===== src/rtl/lane_pipe_elastic.sv =====
// lane_pipe_elastic: NUM_LANES x DATA_W elastic retiming pipeline, STAGES deep.
// Valid/ready handshake with a combinational ready chain, so a stalled
// output lets bubbles collapse and throughput stays at one beat per cycle.
// A synchronous flush drops everything in flight. occupancy reports the
// number of valid stages.
// Optional build macro LANE_PIPE_XFER_CNT_EN adds a saturating 16-bit
// output-transfer counter on port xfer_cnt.
module lane_pipe_elastic #(
  parameter int NUM_LANES = 2,
  parameter int DATA_W    = 8,
  parameter int STAGES    = 2
) (
  input  logic                            clk,
  input  logic                            reset,
  input  logic                            flush,
  input  logic [NUM_LANES*DATA_W-1:0]     in_data,
  input  logic                            in_valid,
  output logic                            in_ready,
  output logic [NUM_LANES*DATA_W-1:0]     out_data,
  output logic                            out_valid,
  input  logic                            out_ready,
  output logic [$clog2(STAGES+1)-1:0]     occupancy
`ifdef LANE_PIPE_XFER_CNT_EN
  ,
  output logic [15:0]                     xfer_cnt
`endif
);

  localparam int W     = NUM_LANES * DATA_W;
  localparam int OCC_W = $clog2(STAGES + 1);

  logic [STAGES-1:0]         vld_q, vld_d;
  logic [STAGES-1:0][W-1:0]  dat_q, dat_d;
  logic [OCC_W-1:0]          occ_q, occ_d;
  logic [STAGES-1:0]         rdy;

  // Ready chain: a stage accepts if it is empty or anything downstream of it moves.
  // Built from the output side with a running term so no bit of rdy reads another.
  always_comb begin
    logic acc;
    acc = out_ready;
    rdy = '0;
    for (int i = STAGES - 1; i >= 0; i--) begin
      acc    = ~vld_q[i] | acc;
      rdy[i] = acc;
    end
  end

  // Next-state for every stage: advance where ready, hold otherwise, flush clears valids.
  always_comb begin
    vld_d = vld_q;
    dat_d = dat_q;
    occ_d = '0;
    if (rdy[0]) begin
      vld_d[0] = in_valid;
      if (in_valid) begin
        dat_d[0] = in_data;
      end
    end
    for (int i = 1; i < STAGES; i++) begin
      if (rdy[i]) begin
        vld_d[i] = vld_q[i-1];
        if (vld_q[i-1]) begin
          dat_d[i] = dat_q[i-1];
        end
      end
    end
    // Data registers keep their contents on flush; only the valids drop.
    if (flush) begin
      vld_d = '0;
      dat_d = dat_q;
    end
    for (int i = 0; i < STAGES; i++) begin
      occ_d = occ_d + OCC_W'(vld_d[i]);
    end
  end

  // Stage registers and the registered occupancy count.
  always_ff @(posedge clk) begin
    if (!reset) begin
      vld_q <= '0;
      dat_q <= '0;
      occ_q <= '0;
    end else begin
      vld_q <= vld_d;
      dat_q <= dat_d;
      occ_q <= occ_d;
    end
  end

  assign in_ready  = rdy[0] & ~flush;
  assign out_valid = vld_q[STAGES-1];
  assign out_data  = dat_q[STAGES-1];
  assign occupancy = occ_q;

`ifdef LANE_PIPE_XFER_CNT_EN
  logic [15:0] xfer_cnt_q, xfer_cnt_d;

  // Saturating count of output handshakes; flush clears and wins over an increment.
  always_comb begin
    xfer_cnt_d = xfer_cnt_q;
    if (flush) begin
      xfer_cnt_d = '0;
    end else if (out_valid && out_ready && (xfer_cnt_q != 16'hFFFF)) begin
      xfer_cnt_d = xfer_cnt_q + 16'd1;
    end
  end

  // Transfer counter register.
  always_ff @(posedge clk) begin
    if (!reset) begin
      xfer_cnt_q <= '0;
    end else begin
      xfer_cnt_q <= xfer_cnt_d;
    end
  end

  assign xfer_cnt = xfer_cnt_q;
`endif

endmodule


===== config.mk =====
export PLATFORM = sky130hd
export DESIGN_NAME = lane_pipe_elastic
export DESIGN_NICKNAME = d
export VERILOG_FILES = /design/src/rtl/lane_pipe_elastic.sv
export SDC_FILE = /design/constraint.sdc
export NUM_CORES = 1
export LEC_CHECK = 0
export CELL_PAD_IN_SITES_DETAIL_PLACEMENT = 0
export CELL_PAD_IN_SITES_GLOBAL_PLACEMENT = 1
export CORE_MARGIN = 2
export CORE_UTILIZATION = 36
export DETAILED_ROUTE_END_ITERATION = 16
export HOLD_SLACK_MARGIN = 0.05
export PLACE_DENSITY_LB_ADDON = 0.1
export SETUP_SLACK_MARGIN = 0.5
export SYNTH_ARGS = -nofsm -noshare
export SYNTH_HDL_FRONTEND = slang
export SYNTH_SLANG_ARGS = --single-unit

===== constraint.sdc =====
create_clock -name clk -period 1.8 [get_ports clk]
set_input_delay 0.36 -clock clk [delete_from_list [all_inputs] [get_ports clk]]
set_output_delay 0.36 -clock clk [all_outputs]
set_load 0.005 [all_outputs]

==> impl_results.md, run 1 <==
- Vias in the first global route: between 1000 and 1500
- WHS Endpoint: dat_q[7]
- Period utilization: 74.1%
- Max cap viols: 0
- Worst-margin pin slew: 0.274 ns
- Cell area after layout: 2080 µm²
- Sink Count: 36
- Crit path arrival time: 0.97 ns
- Slew headroom: 81.7%
- Hold path start: dat_q[7]
- Mux share of post-synthesis cell area: 9.96%
- DRC: 0
- Bufs on Longest Clock Path: 2
- Die area: around 5000 µm²
- Post-Synth Simple-Gate Area: 16.8%
- Routed len/inst: 12.8 µm
- Final setup viols: 0
- Synth area leaders: dfxtp_1 (45%), mux2i_1 (10%), buf_4 (8.4%)
- RR Endpoint: occupancy[0]
- Final Max Slew Viols: 0
- Total core area: 4320 µm²
- Fin nets: between 200 and 250
- Share of cells above drive strength 1: 14.1%
- Setup WS post-layout: ~0.47 ns
- Maximum clock rate: around 750 MHz
- Initial core utilization: 37.2%
- Vias per cell: 4.78
- Clock Skew: between 0.007 and 0.008 ns
- Status: completed
- Pwr per Cell Area: 728 nW/µm²
- Hold Path Depth: 2
- Bufs and invs on worst path: 1
- CTS tree: done
- Register area share after synthesis: 44.8%
- Post-synthesis adder-cell area fraction: 0.778%
- Post-layout util: 48.1%
- Final GP Congestion: 0.681
- Yosys top cell by area: dfxtp_1
- Post-synth top area share: 44.8%
- Ant. Diodes: 0
- CP Max Fanout: 3
- Detailed-route wire length: 3300 µm
- ANT nets after route: 0
- CTS root buf: clkbuf_8
- CTS Buf Count: 5
- Multi-input gate area: 696 µm²
- Cell Area, Placed: 1950 µm²
- Port buffer count: 40
- Critical Path Max Stage Delay: about 0.33 ns
- Post-place setup slack: -0.162 ns
- Remaining Overflow, GRT: 0
- Flop-to-flop setup slack: 0.52 ns
- P&R area growth vs syn: 29.3%
- Slowest CP cell: dfxtp_2
- Leak pwr: 0.865 nW
- Commonest non-fill, non-tap cells in the layout: nand2_1 (32), dfxtp_1 (31), dlygate4sd2_1 (21)
- Worst hold slack: between 0.4 and 0.5 ns
- First-pass GRT wire length: 5590 µm
- Die extent in y: 70.8 µm
- Synthesized area per cell: around 9 µm²
- DRT iter0 DRCs: 72
- Mapped Cells: 178
- GRT Overall Usage: 14.1%
- Largest family of logic cells by synthesized area: simple AND/OR/NAND/NOR gates
- Hold Fails Final Rpt: 0
- Initial antenna violation count: 0
- Crit start category: flip-flop
- Post-Synthesis Net Count: 200
- Area share of xor/xnor cells in the synthesized design: 0%
- # H-tree levels: 2
- Clock Latency Late Sink: 0.28 ns
- Final setup TNS: 0 ns
- Storage cell area: between 700 and 800 µm²
- IO Pins: just over 40
- Critical path capture point type: output port
- Crit-path cells: nor2b_4 -> a21oi_2 -> buf_2
- Compound-Gate Fraction of Synth Area: between 10 and 15%
- Unrepaired setup endpoints after global routing: yes
- Ys Warns: 0
- CP top delay family: flip-flops
- Max VDD drop: 427 µV
- Minimum clock period: 1.33 ns
- R2R depth: 6
- Worst Path Required: 1.44 ns
- Fillers: approximately 430
- Hold-fix buffers, CTS: 0
- Worst-path clk slew: 0.07 ns
- Synthesized area: between 1500 and 2000 µm²
- Drt first pass iters: 6
- RR Startpoint: vld_q[1]
- Row Count: 24
- Min-delay worst type: flip-flop to flip-flop
- Pin count of the biggest net entering global routing: 53
- Vias: 1228
- CP Class: flip-flop to output port
- Die W: 70.8 µm
- Most common cell after layout, fill and taps aside: nand2_1
- Seq cells post-synth: 36
- Post-synth cell types: 23
==> timing repair <==
item / 4_1_cts / 5_1_grt
gates resized for setup: 29 / 10
gates cloned: 0 / 1
setup buffers: 0 / 2
endpoints found under the setup margin: 54 / 21
pin swaps: 0 / 1
==> how the worst max path moves through the flow <==
stage,start,end,slack (ns),depth (start not counted)
after floorplan,vld_q[1],occupancy[0],0.45,7
after global placement,out_ready,in_ready,-0.14,4
after detailed placement,out_ready,in_ready,-0.16,4
after CTS,vld_q[1],in_ready,0.31,3
after global routing,vld_q[1],in_ready,0.41,3
final,vld_q[1],in_ready,0.47,3
==> kinds of logic (layout without fill, tap and decap cells) <==
group,after synthesis,after routing
AO/OA/AOI/OAI,36,36
AND/OR/NAND/NOR,58,58
buffers and inverters,31,58
flip-flops,36,36
adder cells (fa/ha/maj),1,1
multiplexers,16,16
==> worst register-to-register path, delay by kind of cell (launching register included) <==
| kind | cells | cell delay [ns] |
|---|---|---|
| buffers and inverters | 1 | 0.13 |
| and+or+nand+nor | 3 | 0.34 |
| adders and majority gates | 1 | 0.26 |
| DFF | 1 | 0.32 |
| AOI/OAI and AO/OA | 1 | 0.13 |
==> per-stage QoR <==
step	std cells	power, mW
floorplan	178	0.930
CTS	254	1.54
detailed placement	247	1.01
finish	257	1.51
global placement	247	1.00
global route	257	1.60
==> per-layer routing <==
layer	vias up	GRT usage [%]	routed length (µm)
met5	-	0	0
met3	7	3.85	159
met4	0	6.71	62
li1	629	-	-
met1	559	18.1	1600
met2	33	22.0	1480
==> cells in the mapped netlist, drive strengths merged <==
cell	number
inv	1
nand3	16
nor3b	1
buf	24
dfxtp	36
a21oi	4
nor2	1
o21ai	16
or2b	1
nand2	32
nor2b	2
ha	1
and2	3
a21boi	16
mux2i	16
clkbuf	6
nand2b	2
==> layout make-up <==
cell class,instances,share of cell area (%)
clock buffers,6,3.49
multi-input cells,111,33.5
repair buffers,50,24.5
flip-flops and latches,36,35.0
clock inverters,1,0.241
inverters,1,0.181
well taps,52,3.13
==> state kept, by name (all words and copies together) (netlist names) <==
| register | flops |
|---|---|
| dat_q | 16 |
| occupancy | 2 |
| out_data | 16 |
| vld_q | 2 |
==> power by group <==
group	internal (mW)	total [mW]	switching, mW	leakage (nW)
registers	0.821	0.835	0.0142	0.295
clock network	0.263	0.520	0.257	0.0410
logic	0.0940	0.159	0.0651	0.529
Note: power is estimated with default switching activity, not from simulation.
==> run 2, diff against run 1 <==
Settings changed: CORE_UTILIZATION 36 to 32.
Clock period 1.8 ns to 1.1 ns, I/O delays scaled along.
==> impl_results.md, run 2 (synthesis results as in run 1) <==
- Status: complete, but fails checks
- Failing checks: negative setup slack
- Multi-input gate area: 796 µm²
- Final GP Congestion: 0.697
- Flop-to-flop setup slack: -0.16 ns
- Cell Int Power: 2.02 mW
- Hold-fix buffers, CTS: 0
- CP Class: flip-flop to flip-flop
- Post-place setup slack: -0.594 ns
- Worst-path clk slew: about 0.07 ns
- First-pass GRT wire length: ~6000 µm
- Crit start category: flip-flop
- Fin nets: 237
- Bufs on Longest Clock Path: 2
- ANT nets after route: 0
- CTS tree: done
- Final Max Slew Viols: 0
- Remaining Overflow, GRT: 0
- Seq pwr share: 51.6%
- Clock Skew: 0.00478 ns
- Net Switching: 0.633 mW
- Most common cell after layout, fill and taps aside: nand2_1
- Vias per cell: 4.51
- GRT Overall Usage: 14.4%
- Max VDD drop: ~560 µV
- CP Max Fanout: 3
- Slew headroom: 91.0%
- Vias in the first global route: around 1300
- Detailed-route wire length: 3680 µm
- CTS Buf Count: 5
- Post-layout util: 48.3%
- DRT iter0 DRCs: 47
- Fillers: roughly 460
- Net Sw Frac: 23.9%
- P&R area growth vs syn: 43.8%
- Commonest non-fill, non-tap cells in the layout: nand2_1 (32), dfxtp_1 (18), clkdlybuf4s50_1 (18), dfxtp_2 (18)
- Pin count of the biggest net entering global routing: 38
- Die extent in y: 74.9 µm
- Unrepaired setup endpoints after global routing: yes
- Vias: 1277
- Total core area: 4790 µm²
- Leak pwr: 0.887 nW
- Share of cells above drive strength 1: 40.7%
- Power, Total: approximately 2.7 mW
- Combinational share of power: 11.0%
- Ant. Diodes: 0
- Row Count: 25
- Die W: 74.9 µm
- Max cap viols: 0
- Storage cell area: 743 µm²
- Die area: 5610 µm²
- Pwr per Cell Area: 1150 nW/µm²
- Routed len/inst: 13.0 µm
- Min-delay worst type: input pin to flip-flop
- Final setup viols: 36
- Hpwl dp: 2430 µm
- Hold Fails Final Rpt: 0
- Period utilization: 115%
- Worst Path Required: roughly 1.3 ns
- Minimum clock period: 1.26 ns
- Setup WS post-layout: -0.163 ns
- Clock power share: 37.5%
- IO Pins: 41
- Worst-margin pin slew: 0.131 ns
- Sink Count: 36
- Clock Latency Late Sink: 0.29 ns
- # H-tree levels: 2
- DRC: 0
- Placed Cells: 267
- Critical path capture point type: flip-flop
- Initial core utilization: 33.6%
- Maximum clock rate: 792 MHz
- Non-Filler Instances: 283
- Crit path arrival time: 1.45 ns
- Drt first pass iters: 4
- CTS root buf: clkbuf_8
- Port buffer count: 40
- Initial antenna violation count: 0
## run 2: critical path: stages, from the launching register on
cell and delay (ns):
dfxtp_2 0.33, nor2b_4 0.13, buf_6 0.13, a21oi_4 0.14, nor2_2 0.05, ha_1 0.26, and2_1 0.13
## run 2: metal layers
layer / share of wire (%) / wire (µm) / GRT usage [%] / vias to the layer above
met3: 5.0 / 182 / 4.02 / 6
met4: 1.4 / 50 / 4.76 / 0
met5: 0 / 0 / 0 / -
met2: 49 / 1810 / 24.5 / 30
li1: - / - / - / 650
met1: 44 / 1630 / 17.5 / 591
## run 2: worst paths after layout
| kind | startpoint | endpoint | cells past startpoint |
|---|---|---|---|
| setup reg to reg | vld_q[1] | occupancy[0] | 6 |
| setup / recovery | vld_q[1] | occupancy[0] | 6 |
| hold reg to reg | dat_q[9] | out_data[9] | 2 |
| hold / removal | flush | vld_q[0] | 3 |
## run 2: metrics by stage
stage	TNS, ns	cell area, µm²	hold slack [ns]
global route	-3.38	2310	0.432
floorplan	-1.64	1630	0.288
CTS	-1.81	2250	0.402
finish	-1.51	2310	0.422
global placement	-15.25	2020	0.447
detailed placement	-16.24	2020	0.447
## run 2: timing repair
item | 4_1_cts | 5_1_grt
setup endpoints to repair | 56 | 56
resized for setup | 138 | 15
buffers inserted | 6 | 1
gates cloned | 1 | 0
pin swaps | 38 | 19
## run 2: layout make-up
| cell class | instances | share of cell area, % |
|---|---|---|
| multi-input cells | 111 | 34.4 |
| clock inverters | 1 | 0.325 |
| clock buffers | 7 | 3.73 |
| repair buffers | 60 | 25.6 |
| inverters | 1 | 0.162 |
| flip-flops and latches | 36 | 32.1 |
| well taps | 67 | 3.63 |
## run 2: power groups by stage
| stage | clock network, mW | registers [mW] | logic (mW) |
|---|---|---|---|
| CTS | 1.03 | 1.37 | 0.288 |
| finish | 0.994 | 1.37 | 0.291 |
| detailed placement | 0 | 1.39 | 0.267 |
| floorplan | 0 | 1.39 | 0.134 |
| global route | 1.07 | 1.37 | 0.316 |
| global placement | 0 | 1.39 | 0.263 |
